## src/rtl/johnson_counter_gen.sv

```systemverilog
// Parametrised Johnson (twisted-ring) counter with load, direction, illegal-state
// detection/correction and binary, one-hot and terminal-count decode.
module johnson_counter_gen #(
    parameter int unsigned WIDTH        = 4,
    parameter bit          SELF_CORRECT = 1'b1,
    parameter int unsigned IDXW         = $clog2(2 * WIDTH)
) (
    input  logic                 clk,
    input  logic                 rst,
    input  logic                 en,
    input  logic                 dir,
    input  logic                 load,
    input  logic [WIDTH-1:0]     load_val,
    output logic [WIDTH-1:0]     state,
    output logic [IDXW-1:0]      idx,
    output logic [2*WIDTH-1:0]   dec,
    output logic                 tc,
    output logic                 illegal
);

    localparam logic [IDXW-1:0] IdxLast  = IDXW'(2 * WIDTH - 1);
    localparam logic [IDXW-1:0] IdxFirst = IDXW'(1);

    // Valid codes are a single run of ones against a single run of zeros,
    // i.e. at most one adjacent-bit transition.
    function automatic logic is_legal(input logic [WIDTH-1:0] v);
        int unsigned edges;
        edges = 0;
        for (int i = 0; i < int'(WIDTH) - 1; i++) begin
            if (v[i] != v[i+1]) begin
                edges++;
            end
        end
        return (edges <= 1);
    endfunction

    logic [WIDTH-1:0] state_q;
    logic [WIDTH-1:0] state_d;
    logic [WIDTH-1:0] step_fwd;
    logic [WIDTH-1:0] step_rev;
    logic             load_legal;
    logic [IDXW-1:0]  pos;
    int unsigned      ones;

    assign state      = state_q;
    assign illegal    = ~is_legal(state_q);
    assign load_legal = is_legal(load_val);

    assign step_fwd = {state_q[WIDTH-2:0], ~state_q[WIDTH-1]};
    assign step_rev = {~state_q[0], state_q[WIDTH-1:1]};

    // Position in the sequence: the ones-run grows from stage 0 during the first
    // half and drains from stage 0 during the second half.
    always_comb begin
        ones = 0;
        for (int i = 0; i < int'(WIDTH); i++) begin
            if (state_q[i]) begin
                ones++;
            end
        end
        if (state_q[0] || (state_q == '0)) begin
            pos = IDXW'(ones);
        end else begin
            pos = IDXW'(2 * WIDTH - ones);
        end
    end

    always_comb begin
        idx = '0;
        dec = '0;
        if (!illegal) begin
            idx      = pos;
            dec[pos] = 1'b1;
        end
    end

    always_comb begin
        tc = 1'b0;
        if (en && !load && !illegal) begin
            tc = dir ? (idx == IdxFirst) : (idx == IdxLast);
        end
    end

    always_comb begin
        state_d = state_q;
        if (load) begin
            if (load_legal || !SELF_CORRECT) begin
                state_d = load_val;
            end else begin
                state_d = '0;
            end
        end else if (illegal && SELF_CORRECT) begin
            state_d = '0;
        end else if (en) begin
            state_d = dir ? step_rev : step_fwd;
        end
    end

    always_ff @(posedge clk or posedge rst) begin
        if (rst) begin
            state_q <= '0;
        end else begin
            state_q <= state_d;
        end
    end

endmodule

```

## config.mk

```make
export PLATFORM = sky130hd
export DESIGN_NAME = johnson_counter_gen
export DESIGN_NICKNAME = d
export VERILOG_FILES = /design/src/rtl/johnson_counter_gen.sv
export SDC_FILE = /design/constraint.sdc
export NUM_CORES = 1
export LEC_CHECK = 0
export ABC_AREA = 1
export CAP_MARGIN = 10
export CORE_ASPECT_RATIO = 1.1
export CORE_MARGIN = 5
export CORE_UTILIZATION = 30
export DETAILED_ROUTE_END_ITERATION = 16
export RECOVER_POWER = 100
export SLEW_MARGIN = 25
export SYNTH_ARGS = -nofsm -noshare
export SYNTH_HDL_FRONTEND = slang
export SYNTH_SLANG_ARGS = --single-unit
```

## constraint.sdc

```tcl
create_clock -name clk -period 3.5 [get_ports clk]
set_clock_uncertainty 0.2 [all_clocks]
set_input_delay 0.7 -clock clk [delete_from_list [all_inputs] [get_ports clk]]
set_output_delay 0.7 -clock clk [all_outputs]
set_load 0.02 [all_outputs]
```

==> results.cfg, run 1 <==
[synthesis]
ys.flop_type = dfrtp_1
ys_ff_latch = 4
syn_nets = 123
synth_top_area_frac = 0.1399
yosysSeqAreaShare = 0.1399
synth-async-reset-ratio = 1.000
synth_edf_count = 0
synth_warnings = 0
syn_area_um2 = 715.7
yosysUniqueCellTypes = 22
synth_cells = 107
yosysMostFrequentCell = nor2_1
syn_area_per_cell_um2 = 6.689
synth.area.top_cells = dfrtp_1 14%, nor2_1 10%, ha_1 8.7%
synth_top_cells_by_count = 19 x nor2_1, 16 x inv_1, 13 x nand2_1, 8 x nand2_2, 7 x nand3_1
yosysTopAreaCell = dfrtp_1

[clocking]
hold_buffers = 0
htree_num_levels = 1
clock_latency_ns = 0.24
clkTransAtPathRegs_ns = 0.04
cts_tree = yes
clk_path_buf_depth = 2
clockRootBuffer = clkbuf_4
clock-sinks = 4
cts_buffers = 3

[sta]
rsz0062_at_grt = yes
hold_viol = 0
setup_viol = 7
relSlewSlack = 0.8390
period_minus_slack_ns = 3.591
period_share = 1.026
final_max_slew_viol_count = 0
max_freq_mhz = 278.5
worst_slew_pin_slew_ns = 0.2407
worst_slack_ns = -0.09081

[grt]
grt_remaining_overflow = 0
grt_max_degree = 9
grt_use_total = 0.1195
grt_antenna_before_repair = 0
grt_pass1_vias = 857
grt_pass1_wl_um = 3298

[hold_path]
worstHoldPathCells = 3
hold_end = state[0]
min_from = state[3]
min_path_type = flop to flop

[critical_path]
cp.required_ns = 2.60
worstSetupPathType = flop to output port
crit_path_end_kind = output port
startpoint = state[1]
crit-reg2reg-capture = state[3]
timing.rr.start = state[2]
startpoint_type = flop
arrival_ns = 2.69
critPathMaxFanout = 3
reg2reg_slack_ns = 1.14
rr_worst_depth = 10

[final_layout]
drive_gt1_frac = 0.5375
fin_nets = 178
synthToLayoutAreaGrowth_pct = 86.36
diodes = 0
largest_register_ffs = 4

[floorplanning]
pin_count = 26
die_y_um = 61.23
die-area_um2 = 3464
start_util = 0.3146
rows = 18
die_w_um = 56.57
design.core.area_um2 = 2275

[detailed_routing]
num_vias = 862
vias_per_cell = 4.537
ant_nets = 0
wire_per_inst_um = 10.80
firstDrtPassIters = 4
drc = 0
drt_iter0_drc = 16
wl_um = 2052

[run]
max-cap-violations = 0

[placement]
dpl.hpwl_um = 1672
io_buffers = 25
place_congestion = 0.8221
dp_slack_ns = -0.3828

[outcome]
violations = negative setup slack
status = finished, violations left
==> final cells by class <==
| class | count | area (µm²) |
|---|---|---|
| multi-input cells | 82 | 663.1 |
| inverters | 20 | 75.07 |
| fillers | 204 | 940.9 |
| clock buffers | 3 | 22.52 |
| flip-flops and latches | 4 | 102.6 |
| well taps | 30 | 37.54 |
| repair buffers | 51 | 432.9 |
==> critical path: stages, from the launching register on <==
cell	delay, ns
dfrtp_2	0.39
inv_2	0.08
ha_4	0.21
or2_1	0.24
nand2_2	0.08
inv_2	0.05
ha_4	0.26
nand2_4	0.04
nand2_2	0.06
inv_2	0.04
ha_4	0.14
nand3b_1	0.20
inv_2	0.10
nand2_4	0.07
nand2_4	0.08
nand2_4	0.06
nand2_2	0.06
nand2_2	0.06
nor2_4	0.10
buf_6	0.12
==> kinds of logic (layout without fill, tap and decap cells) <==
family	count (synthesis)	after routing	share of synthesized area
adders and majority gates	7	7	0.1434
DFF	4	4	0.1399
and+or+nand+nor	58	58	0.4196
AOI/OAI and AO/OA	12	12	0.08916
buffers and inverters	21	74	0.1206
xor gates and xnor gates	5	5	0.08741
==> cells in the final DEF (no fill, tap or decap), types with 3 or more instances in the layout <==
cell type	Yosys	routed
ha_4	0	3
clkdlybuf4s50_1	0	10
inv_1	16	9
dlygate4sd3_1	0	3
a31oi_1	3	3
nand2_4	2	4
inv_2	3	10
clkbuf_4	0	3
buf_6	1	6
buf_4	0	30
a21oi_1	3	3
nor2_4	0	4
nand2_2	8	9
xor2_1	4	4
nand3_1	7	5
nand2_1	13	9
o21ai_0	6	6
nor2_2	2	4
nand3_2	4	4
nor2_1	19	13
==> layer usage <==
layer | vias up | track usage | wire (µm)
met2 | 22 | 0.2442 | 1163
met3 | 4 | 0.02935 | 70
li1 | 439 | - | -
met5 | - | 0 | 0
met1 | 397 | 0.1182 | 791
met4 | 0 | 0.04068 | 27
==> per-stage QoR <==
stage               utilization  hold WS (ns)  setup TNS [ns]  cells  area, µm²
floorplan                     -        0.2659               0    107      763.2
global placement         0.5231        0.4672          -2.420    181       1190
detailed placement       0.5231        0.4857          -2.817    181       1190
CTS                      0.5556        0.4532         -0.3960    188       1264
global route             0.5864        0.5277          -1.778    190       1334
finish                   0.5864        0.4909         -0.4372    190       1334
==> worst max path at each step <==
stage	cells past startpoint	to	slack [ns]
after floorplan	16	dec[6]	0.003
after global placement	18	tc	-0.34
after detailed placement	17	tc	-0.38
after CTS	16	tc	-0.09
after global routing	17	dec[6]	-0.23
final	19	tc	-0.09
==> what timing repair did <==
| item | 4_1_cts | 5_1_grt |
|---|---|---|
| resized for setup | 66 | 19 |
| setup buffers | 4 | 2 |
| pin swaps | 13 | 3 |
| cloned | 0 | 0 |
| setup endpoints to repair | 11 | 11 |
| endpoints found under the hold margin | 0 | 0 |
Power of run 1 is not shown: default switching activity piles up to over one toggle a cycle in this logic, so the estimate is an artifact.
==> run 2, diff against run 1 <==
- CORE_UTILIZATION: 30 -> 39
- PLACE_DENSITY: unset -> 0.74
==> run 2 against run 1 <==
  * Critical path depth down 2
  * Clock-buffer cell count up 1
  * Worst setup slack worse by 0.041 ns
  * First-iteration DRC count down 44%
  * Critical endpoint unchanged
  * The run still ends with negative setup slack left
  * Register-to-register slack worse by 0.05 ns
==> results.cfg, run 2 (synthesis gave the netlist of run 1 again) <==
[floorplanning]
rows = 16
design.core.area_um2 = 1762
die-area_um2 = 2793
die_w_um = 50.85
pin_count = 26
die_y_um = 54.93
start_util = 0.4062

[critical_path]
critPathMaxFanout = 4
cp.buffers_inverters = 4
crit_path_end_kind = output port
worstSetupPathType = flop to output port
cp.required_ns = 2.60
slowest_delay_ns = 0.40
startpoint_type = flop
critPathTopFamily = simple AND/OR/NAND/NOR gates
crit_path_top_delay_cell = dfrtp_2
crit_path_cell_trace = inv_2 > ha_4 > or2_4 > nand2_4 > inv_4 > ha_4 > nand2_4 > nand2_2 > inv_2 > ha_2 > or2_4 > nand2_8 > nand2_4 > nand2_2 > nand2_2 > nor2_4 > buf_6
arrival_ns = 2.73

[sta]
worst_slack_ns = -0.1322
final_max_slew_viol_count = 0
worst_slew_pin_slew_ns = 0.2402
period_share = 1.038
period_minus_slack_ns = 3.632
hold_viol = 0
rsz0062_at_grt = yes
setup_viol = 9
max_freq_mhz = 275.3
relSlewSlack = 0.8393
setup-tns-final_ns = -0.5323

[hold_path]
min_path_type = flop to flop

[detailed_routing]
wl_um = 2366
wire_per_inst_um = 12.86
drt_iter0_drc = 9
vias_per_cell = 4.848
num_vias = 892
firstDrtPassIters = 4
ant_nets = 0
drc = 0

[clocking]
clock_latency_ns = 0.24
clockRootBuffer = clkbuf_4
cts_tree = yes
cts_buffers = 3
clk_path_buf_depth = 2
clkTransAtPathRegs_ns = 0.05
clock-sinks = 4
htree_num_levels = 1

[final_layout]
mostFrequentLayoutCells = 34 x buf_4, 10 x nor2_1, 10 x inv_1, 10 x nand2_2, 9 x clkdlybuf4s50_1
layout_commonest_cell = buf_4
largest_register_ffs = 4
drive_gt1_frac = 0.5663
diodes = 0
synthToLayoutAreaGrowth_pct = 95.80
fin_nets = 183

[grt]
grt_use_total = 0.1671
grt_remaining_overflow = 0
grt_max_degree = 9
grt_antenna_before_repair = 0
grt_pass1_wl_um = 3539
grt_pass1_vias = 876

[placement]
dpl.hpwl_um = 1690
place_congestion = 0.8702
io_buffers = 25

[outcome]
violations = negative setup slack
status = finished, violations left

[run]
max-cap-violations = 0
## run 2: cell types whose count changed in the layout (fill, tap and decap cells not counted), sizes merged
cell and delta:
buf +5, clkdlybuf4s50 -1, dlygate4sd2 +1, dlygate4sd3 +1
## run 2: tightest hold or removal path, stage by stage (launching register included)
cell and delay (ns):
dfrtp_1 0.40, nor2_1 0.11, a31oi_1 0.04
## run 2: area by class of cell
class,instances,area [µm²]
multi-input combinational,82,688.2
timing repair buffer,56,484.2
fill,129,360.3
sequential,4,102.6
inverter,20,77.57
clock buffer,4,26.28
tap,18,22.52
## run 2: timing repair
item | CTS | global route
gates cloned | 0 | 0
gates resized for setup | 63 | 31
pin swaps | 15 | 10
endpoints found under the setup margin | 11 | 11
hold buffers | 0 | 0
buffers inserted | 7 | 0
## run 2: worst paths after layout
check	start	to	slack, ns	cells past startpoint
max	state[1]	tc	-0.13	17
min	state[3]	state[3]	0.40	2
max reg2reg	state[1]	state[2]	1.09	11
min reg2reg	state[3]	state[3]	0.40	2
max in group asynchronous	rst	state[0]	2.38	2
min in group asynchronous	rst	state[1]	0.56	2
## run 2: metal layers
metal  vias up  global-route usage  wire length [µm]
met2        13              0.3244              1379
met5         -                   0                 0
met3         4             0.03485                60
met4         0             0.05532                19
met1       423              0.1794               905
li1        452                   -                 -
## run 2: metrics by stage
stage / util / area, µm² / setup slack [ns] / std cells / hold slack (ns)
floorplan: - / 763.2 / 0.002811 / 107 / 0.2659
global placement: 0.6839 / 1205 / -0.3275 / 173 / 0.3778
detailed placement: 0.6839 / 1205 / -0.4024 / 173 / 0.3830
CTS: 0.7337 / 1292 / -0.1038 / 184 / 0.3879
global route: 0.7955 / 1401 / -0.2599 / 184 / 0.4397
finish: 0.7955 / 1401 / -0.1322 / 184 / 0.4009
Power of run 2 is left out for the same reason.
